### src/rtl/button_filter_multi.sv
// button_filter_multi: per-channel two-flop synchroniser, symmetric debounce,
// press/release strobes and a one-shot long-press strobe for a bank of buttons.
// Optional feature macro: BUTTON_FILTER_AUTO_REPEAT_EN (auto-repeat Press after LongPress).
module button_filter_multi #(
    parameter int CHANNELS        = 4,
    parameter int DEBOUNCE_CYCLES = 400000,
    parameter int HOLD_CYCLES     = 100000000,
    parameter int REPEAT_CYCLES   = 20000000
) (
    input  logic                CLK,
    input  logic                RST,
    input  logic [CHANNELS-1:0] State,
    output logic [CHANNELS-1:0] Level,
    output logic [CHANNELS-1:0] Press,
    output logic [CHANNELS-1:0] Release,
    output logic [CHANNELS-1:0] LongPress
);

    localparam int DW = $clog2(DEBOUNCE_CYCLES);
    localparam int HW = $clog2(HOLD_CYCLES + 1);

    localparam logic [DW-1:0] DB_LAST   = DW'(DEBOUNCE_CYCLES - 1);
    localparam logic [HW-1:0] HOLD_MAX  = HW'(HOLD_CYCLES);
    localparam logic [HW-1:0] HOLD_LAST = HW'(HOLD_CYCLES - 1);

    // Reject configurations that would break the counter width arithmetic.
    if (CHANNELS < 1 || DEBOUNCE_CYCLES < 2 || HOLD_CYCLES <= DEBOUNCE_CYCLES ||
        REPEAT_CYCLES < 2) begin : g_param_check
        $error("button_filter_multi: invalid parameter set");
    end

    for (genvar i = 0; i < CHANNELS; i++) begin : g_chan
        logic [1:0]    sync_q;
        logic          s;
        logic          level_q, level_d;
        logic [DW-1:0] db_q, db_d;
        logic [HW-1:0] hold_q, hold_d;
        logic          fired_q, fired_d;
        logic          press_q, press_d;
        logic          release_q, release_d;
        logic          long_q, long_d;
        logic          repeat_hit;

        assign s = sync_q[1];

        // Two-flop synchroniser for the asynchronous raw input.
        always_ff @(posedge CLK or posedge RST) begin
            if (RST) begin
                sync_q <= 2'b00;
            end else begin
                sync_q <= {sync_q[0], State[i]};
            end
        end

`ifdef BUTTON_FILTER_AUTO_REPEAT_EN
        localparam int RW = $clog2(REPEAT_CYCLES);
        localparam logic [RW-1:0] RPT_LAST = RW'(REPEAT_CYCLES - 1);

        logic [RW-1:0] rpt_q, rpt_d;

        // Repeat phase counter; only runs once the long press has fired.
        always_comb begin
            rpt_d      = rpt_q;
            repeat_hit = 1'b0;
            if (!level_q || !fired_q) begin
                rpt_d = '0;
            end else if (rpt_q == RPT_LAST) begin
                rpt_d      = '0;
                repeat_hit = 1'b1;
            end else begin
                rpt_d = rpt_q + RW'(1);
            end
        end

        // Repeat counter register.
        always_ff @(posedge CLK or posedge RST) begin
            if (RST) begin
                rpt_q <= '0;
            end else begin
                rpt_q <= rpt_d;
            end
        end
`else
        assign repeat_hit = 1'b0;
`endif

        // Debounce, hold timing and strobe generation.
        always_comb begin
            level_d   = level_q;
            db_d      = db_q;
            hold_d    = hold_q;
            fired_d   = fired_q;
            press_d   = 1'b0;
            release_d = 1'b0;
            long_d    = 1'b0;

            // Any agreeing sample restarts the full window.
            if (s != level_q) begin
                if (db_q == DB_LAST) begin
                    level_d   = s;
                    db_d      = '0;
                    press_d   = s;
                    release_d = ~s;
                end else begin
                    db_d = db_q + DW'(1);
                end
            end else begin
                db_d = '0;
            end

            // level_q is still 0 on the rising edge, so the hold count starts fresh.
            if (!level_q) begin
                hold_d  = '0;
                fired_d = 1'b0;
            end else if (hold_q != HOLD_MAX) begin
                hold_d = hold_q + HW'(1);
            end

            if (level_q && !fired_q && hold_q == HOLD_LAST) begin
                long_d  = 1'b1;
                fired_d = 1'b1;
            end

            // A repeat on the same edge as a debounced fall is dropped.
            if (repeat_hit && level_d) begin
                press_d = 1'b1;
            end
        end

        // Channel state and registered strobes.
        always_ff @(posedge CLK or posedge RST) begin
            if (RST) begin
                level_q   <= 1'b0;
                db_q      <= '0;
                hold_q    <= '0;
                fired_q   <= 1'b0;
                press_q   <= 1'b0;
                release_q <= 1'b0;
                long_q    <= 1'b0;
            end else begin
                level_q   <= level_d;
                db_q      <= db_d;
                hold_q    <= hold_d;
                fired_q   <= fired_d;
                press_q   <= press_d;
                release_q <= release_d;
                long_q    <= long_d;
            end
        end

        assign Level[i]     = level_q;
        assign Press[i]     = press_q;
        assign Release[i]   = release_q;
        assign LongPress[i] = long_q;
    end

endmodule

### config.mk
export PLATFORM = sky130hd
export DESIGN_NAME = button_filter_multi
export DESIGN_NICKNAME = d
export VERILOG_FILES = /design/src/rtl/button_filter_multi.sv
export SDC_FILE = /design/constraint.sdc
export NUM_CORES = 1
export LEC_CHECK = 0
export BUFFER_PORTS_ARGS = -buffer_cell sky130_fd_sc_hd__buf_2
export CORE_MARGIN = 3
export CORE_UTILIZATION = 53
export CTS_BUF_LIST = sky130_fd_sc_hd__clkbuf_4
export DETAILED_ROUTE_END_ITERATION = 8
export PLACE_DENSITY = 0.69
export SETUP_SLACK_MARGIN = 0.1
export SLEW_MARGIN = 20
export SYNTH_ARGS = -nofsm -noshare
export SYNTH_HDL_FRONTEND = slang
export SYNTH_SLANG_ARGS = --single-unit
### constraint.sdc
create_clock -name CLK -period 12.4 [get_ports CLK]
set_input_delay 0.62 -clock CLK [delete_from_list [all_inputs] [get_ports CLK]]
set_output_delay 0.62 -clock CLK [all_outputs]
set_load 0.02 [all_outputs]
==> flow_summary.json, run 1 <==
{
  "finClkSkew_ns": 0.0297,
  "yosysSeqAreaShare_pct": 49.2,
  "crit_slowest_cell": "o21ai_1",
  "initial_core_util_pct": 54.7,
  "clock_path_buffers": 3,
  "firstDrtPassIters": 4,
  "grt-ovfl-total": 0,
  "ff2ff_path_depth": 5,
  "num_rows": 51,
  "dr_total_vias": 8103,
  "gp_congestion": 0.806,
  "cts.sinks": 212,
  "crit_buf_inv": 0,
  "drt_iter0_markers": 413,
  "hold_viol": 0,
  "status": "completed",
  "post_drt_wl_per_cell_um": 14.0,
  "finalWorstSetupSlack_ns": 9.81,
  "power_mw": 1.31,
  "cp_top_family": "simple AND/OR/NAND/NOR gates",
  "path_max_fanout": 15,
  "reg2reg_slack_ns": 9.81,
  "max_stage_delay_ns": 0.81,
  "crit_path_start_kind": "flip-flop",
  "dpl_cell_area_um2": 11000,
  "clk_latency_ns": 0.65,
  "cts_setup_buffers": 0,
  "cp_data_required_time_ns": 12.87,
  "critical_path.endpoint_type": "flip-flop",
  "power_density_nw_per_um2": 112,
  "cts-root-buf": "clkbuf_4",
  "fmax_mhz": 386,
  "path_cells": "ha_1 -> nand4_1 -> or4_1 -> o21ai_1 -> nor2_1",
  "finalSetupTns_ns": 0,
  "irDropWorstVdd_v": 0.0000790,
  "endpoint": "g_chan[2].db_q[12]$_DFF_PP0_",
  "synth_common_cells": "212 x dfrtp_1, 111 x nor2_1, 82 x nand2_1",
  "routed_wl_mm": 20.0,
  "portBuffers": 21,
  "synth_area_leaders": "dfrtp_1 49%, xnor2_1 5.5%, nor2_1 3.9%",
  "reg2reg_to": "g_chan[2].db_q[12]$_DFF_PP0_",
  "drv_cap": 0,
  "syn_to_final_growth_pct": 7.99,
  "r2r_start": "g_chan[2].db_q[0]$_DFF_PP0_",
  "drc_errors": 0,
  "nFillCells": 1684,
  "cp.depth": 5,
  "synth_area_um2": 10800,
  "die_h_um": 149,
  "dp.cells": 1340,
  "antenna_found_initial": 1,
  "synth_top_flop_cell": "dfrtp_1",
  "grtUsageTotal_pct": 18.7,
  "dieArea_um2": 22100,
  "synth_edf_count": 0,
  "syn_nets": 1124,
  "post-place-ws_ns": 9.80,
  "setup_viol": 0,
  "drive_gt1_share_pct": 11.0,
  "hold_buffers": 0,
  "path_clk_slew_ns": 0.06,
  "async_flop_share_pct": 100,
  "synth.distinct_cells": 60,
  "syn_inst": 1106,
  "fp.coreArea_um2": 19700,
  "viasPerCell": 5.65,
  "fin_cells": 1433,
  "htree_levels": 2,
  "finalCritPeriodShare_pct": 20.9,
  "hold_ws_ns": 0.0708,
  "crit_type": "flip-flop to flip-flop",
  "cts_buffers": 56,
  "synth_seq_cells": 212,
  "syn_area_per_cell_um2": 9.75,
  "slew_headroom_pct": 31.8,
  "post-dp-hpwl_mm": 12.7,
  "timing.final.max_slew_violations": 0,
  "tightestPinTransition_ns": 1.02,
  "hold_path_class": "input pin to flip-flop",
  "first_global_vias": 7850,
  "utilization_pct": 59.1,
  "final_nets": 1151,
  "worstPathArrival_ns": 3.06,
  "grt_pass1_wl_mm": 35.4,
  "yosys.area.top_type_share_pct": 49.2,
  "min_period_ns": 2.59,
  "final_cell_area_um2": 11600,
  "yosys.area.top_type": "dfrtp_1",
  "rsz0062_at_grt": "false",
  "die_w_um": 149,
  "crit_path_start": "g_chan[2].db_q[0]$_DFF_PP0_",
  "yosys_warnings": 0,
  "cts_tree": "built",
  "cts_resized": 0,
  "p_leak_nw": 4.45,
  "ant_nets": 0,
  "io_pins": 22,
  "grt_max_degree": 135,
  "yosysMostFrequentCell": "dfrtp_1"
}
## report_power, final
group          total [mW]  leakage (nW)  switching [mW]  internal [mW]
clock network       0.583         0.405           0.268          0.315
registers           0.702          2.93         0.00531          0.696
logic              0.0246          1.11          0.0195        0.00513
total                1.31          4.45           0.292           1.02
## layout make-up
type                            count  area, µm²  area share, %
Inverter                           32        128           1.10
Timing Repair Buffer               23        120           1.03
Antenna cell                        1       2.50         0.0215
Clock inverter                     11       67.6          0.580
Tap cell                          265        332           2.85
Sequential cell                   212       5310           45.6
Clock buffer                       81        608           5.22
Multi-Input combinational cell    808       5080           43.6
## flip-flops by register name, indices dropped and copies added, names as in the netlist
register          cells
g_chan.db_q          76
g_chan.fired_q        4
g_chan.hold_q       108
g_chan.level_q        4
g_chan.long_q         4
g_chan.press_q        4
g_chan.release_q      4
g_chan.sync_q         8
## routing by layer
layer | global-route usage (%) | share of wire [%] | up-vias | wire length (µm)
met5 | 0 | 0 | - | 0
met4 | 6.00 | 1.3 | 0 | 264
met3 | 3.87 | 3.6 | 22 | 718
met2 | 29.5 | 46 | 113 | 9250
met1 | 26.0 | 49 | 3891 | 9790
li1 | - | - | 4077 | -
## how the worst min path moves through the flow
stage / startpoint / end / slack (ns) / cells after the start
after detailed placement: g_chan[2].sync_q[0]$_DFF_PP0_ / g_chan[2].sync_q[1]$_DFF_PP0_ / 0.33 / 0
after global routing: State[1] / g_chan[1].sync_q[0]$_DFF_PP0_ / 0.004 / 1
after CTS: State[1] / g_chan[1].sync_q[0]$_DFF_PP0_ / 0.0005 / 1
final: State[1] / g_chan[1].sync_q[0]$_DFF_PP0_ / 0.07 / 1
after floorplan: g_chan[0].sync_q[0]$_DFF_PP0_ / g_chan[0].sync_q[1]$_DFF_PP0_ / 0.33 / 0
after global placement: g_chan[0].sync_q[0]$_DFF_PP0_ / g_chan[0].sync_q[1]$_DFF_PP0_ / 0.33 / 0
## kinds of logic (layout without fill, tap and decap cells)
logic type | after synthesis | after routing | synth area share (%)
other cells | 0 | 1 | 0
simple gates | 546 | 546 | 28.0
flops | 212 | 212 | 49.2
compound gates | 123 | 123 | 7.21
buf+inv | 86 | 147 | 3.68
fa+ha+maj | 12 | 12 | 1.39
mux | 17 | 17 | 1.62
xor+xnor | 110 | 110 | 8.93
## placed cells by master (no fill, tap or decap), types with 16 or more instances in the layout
cell type / netlist / layout
dfrtp_1: 212 / 211
nor2_1: 111 / 111
nand2_1: 82 / 82
clkbuf_4: 0 / 81
xnor2_1: 68 / 68
nand3_1: 64 / 64
nand4_1: 51 / 51
nor4_1: 42 / 42
xor2_1: 42 / 42
a21oi_1: 36 / 36
nor3_1: 32 / 32
or4_1: 32 / 32
inv_1: 31 / 30
or3_1: 29 / 29
o21ai_0: 27 / 27
o31ai_1: 23 / 23
buf_2: 7 / 21
and4_1: 18 / 18
and3_1: 16 / 16
Power figures use the tool's default switching activity.
==> inputs of run 2 (changes only) <==
--- a/config.mk
+++ b/config.mk
@@ -10,7 +10,7 @@
 export CORE_UTILIZATION = 53
 export CTS_BUF_LIST = sky130_fd_sc_hd__clkbuf_4
 export DETAILED_ROUTE_END_ITERATION = 8
-export PLACE_DENSITY = 0.69
+export PLACE_DENSITY = 0.72
 export SETUP_SLACK_MARGIN = 0.1
 export SLEW_MARGIN = 20
 export SYNTH_ARGS = -nofsm -noshare
==> constraint.sdc (replaced) <==
create_clock -name CLK -period 2.35 [get_ports CLK]
set_input_delay 0.1175 -clock CLK [delete_from_list [all_inputs] [get_ports CLK]]
set_output_delay 0.1175 -clock CLK [all_outputs]
set_load 0.02 [all_outputs]
==> run 2 against run 1 <==
  * Maximum frequency is 21% higher
  * Worst hold slack better by 0.021 ns
  * Clock power grew to 5.0 times the previous value
  * Flip-flop and latch count stayed put
  * Cell count is 2.2% higher
  * Routed wire length is 5.0% higher
  * Global-route usage is 0.77 points higher
  * Non-clock buffer count is 32 higher
  * First-iteration DRC count is 4.4% higher
  * Worst setup slack worse by 9.6 ns
==> flow_summary.json, run 2 (same netlist as run 1, synthesis figures left out) <==
{
  "die_h_um": 149,
  "timing.final.max_slew_violations": 0,
  "min_period_ns": 2.14,
  "grt_max_degree": 77,
  "irDropWorstVdd_v": 0.000467,
  "critical_path.endpoint_type": "flip-flop",
  "grtUsageTotal_pct": 19.4,
  "fp.coreArea_um2": 19700,
  "cts-root-buf": "clkbuf_4",
  "status": "completed",
  "largest_register": "g_chan.hold_q",
  "viasPerCell": 5.70,
  "dieArea_um2": 22100,
  "post_drt_wl_per_cell_um": 14.3,
  "ff2ff_path_depth": 4,
  "wl_met2_mm": 9.88,
  "dpl_cell_area_um2": 11200,
  "post-dp-hpwl_mm": 13.8,
  "crit_path_start": "g_chan[1].hold_q[9]$_DFFE_PP0P_",
  "setup_viol": 0,
  "hold_path_class": "input pin to asynchronous set/reset pin",
  "finClkSkew_ns": 0.0320,
  "antenna_found_initial": 1,
  "path_clk_slew_ns": 0.07,
  "met1_length_mm": 10.1,
  "gp_congestion": 0.860,
  "cts.sinks": 212,
  "htree_levels": 2,
  "worstPathArrival_ns": 2.72,
  "portBuffers": 21,
  "reg2reg_slack_ns": 0.21,
  "slew_headroom_pct": 51.6,
  "ant_nets": 0,
  "cts_tree": "built",
  "dp.cells": 1366,
  "highest_layer": "met4",
  "final_common_cell": "dfrtp_1",
  "largest_reg_flops": 108,
  "r2r_start": "g_chan[1].hold_q[9]$_DFFE_PP0P_",
  "drt_iter0_markers": 431,
  "crit_buf_inv": 0,
  "path_cells": "or4b_1 -> or3_4 -> or4_4 -> a21oi_2",
  "syn_to_final_growth_pct": 10.3,
  "num_rows": 51,
  "die_w_um": 149,
  "cp_data_required_time_ns": 2.92,
  "cts_buffers": 55,
  "path_max_fanout": 6,
  "first_global_vias": 8120,
  "finalCritPeriodShare_pct": 91.2,
  "reg2reg_to": "g_chan[1].fired_q$_DFFE_PP0P_",
  "power_mw": 6.76,
  "drive_gt1_share_pct": 12.7,
  "fmax_mhz": 467,
  "fin_cells": 1465,
  "rsz0062_at_grt": "false",
  "drv_cap": 0,
  "clk_latency_ns": 0.66,
  "power_density_nw_per_um2": 569,
  "routed_wl_mm": 21.0,
  "tightestPinTransition_ns": 0.725,
  "hold_viol": 0,
  "drc_errors": 0,
  "grt-ovfl-total": 0,
  "clock_path_buffers": 3,
  "cp.depth": 4,
  "p_leak_nw": 4.58,
  "crit_path_start_kind": "flip-flop",
  "initial_core_util_pct": 54.7,
  "dr_total_vias": 8349,
  "crit_type": "flip-flop to flip-flop",
  "crit_slowest_cell": "or4b_1",
  "top_regs": "g_chan.hold_q x108, g_chan.db_q x76, g_chan.sync_q x8",
  "endpoint": "g_chan[1].fired_q$_DFFE_PP0P_",
  "cp_top_family": "simple AND/OR/NAND/NOR gates",
  "max_stage_delay_ns": 0.54,
  "final_cell_mix": "210 x dfrtp_1, 111 x nor2_1, 82 x nand2_1, 74 x clkbuf_4, 68 x xnor2_1",
  "grt_pass1_wl_mm": 36.8,
  "firstDrtPassIters": 4,
  "final_nets": 1182,
  "dr_wl_met3_um": 770,
  "final_cell_area_um2": 11900,
  "io_pins": 22
}
[run 2: cell count changes in the layout (fill, tap and decap cells not counted), moves of 2 or more]
| cell | change |
|---|---|
| buf_4 | +24 |
| clkbuf_4 | -7 |
| clkinv_1 | +6 |
| clkinvlp_4 | +2 |
| dlygate4sd3_1 | +5 |
| or4_1 | -2 |
| buf_12 | +3 |
| or4_4 | +2 |
[run 2: worst register-to-register path: stages, from the launching register on]
cell and delay [ns]:
dfrtp_1 0.42, or4b_1 0.54, or3_4 0.44, or4_4 0.54
a21oi_2 0.14
[run 2: final cells by class]
class	instances	area [µm²]
Inverter	32	124
Clock inverter	18	72.6
Tap cell	265	332
Antenna cell	1	2.50
Sequential cell	212	5310
Fill cell	1674	7830
Multi-Input combinational cell	808	5090
Clock buffer	74	556
Timing Repair Buffer	55	410
[run 2: per-stage QoR]
step	hold slack, ns	setup WS (ns)	utilization, %	setup TNS (ns)
floorplan	0.149	-0.524	-	-111.02
global placement	0.223	0.143	56.8	0
detailed placement	0.226	0.0395	56.8	0
CTS	0.0263	0.178	60.2	0
global route	0.0613	0.102	60.3	0
finish	0.0914	0.208	60.3	0
[run 2: per-layer routing]
layer,global-route usage [%],vias up
met5,0,-
met4,6.88,0
met3,3.69,28
met2,30.8,119
met1,27.0,4076
li1,-,4126
[run 2: worst min path at each step]
| stage | slack, ns | endpoint | start | cells past startpoint |
|---|---|---|---|---|
| 3_5_place_dp | 0.23 | g_chan[2].db_q[11]$_DFF_PP0_ | RST | 2 |
| 4_1_cts | 0.03 | g_chan[0].sync_q[0]$_DFF_PP0_ | State[0] | 2 |
| 2_1_floorplan | 0.15 | g_chan[0].sync_q[0]$_DFF_PP0_ | State[0] | 0 |
| 5_1_grt | 0.06 | g_chan[0].sync_q[0]$_DFF_PP0_ | State[0] | 2 |
| 6_report | 0.09 | g_chan[2].hold_q[8]$_DFFE_PP0P_ | RST | 3 |
| 3_3_place_gp | 0.22 | g_chan[2].db_q[11]$_DFF_PP0_ | RST | 2 |
[run 2: timing repair]
item | CTS | global route
pin swaps | 0 | 1
endpoints found under the hold margin | 185 | 0
gates resized for setup | 1 | 3
hold buffers | 5 | 0
endpoints found under the setup margin | 3 | 8
setup buffers | 0 | 1
[run 2: power by group]
group	leakage [nW]	internal [mW]	total [mW]	switching (mW)
Combinational	1.27	0.0484	0.157	0.109
Sequential	2.93	3.67	3.70	0.0281
Clock	0.372	1.45	2.91	1.46
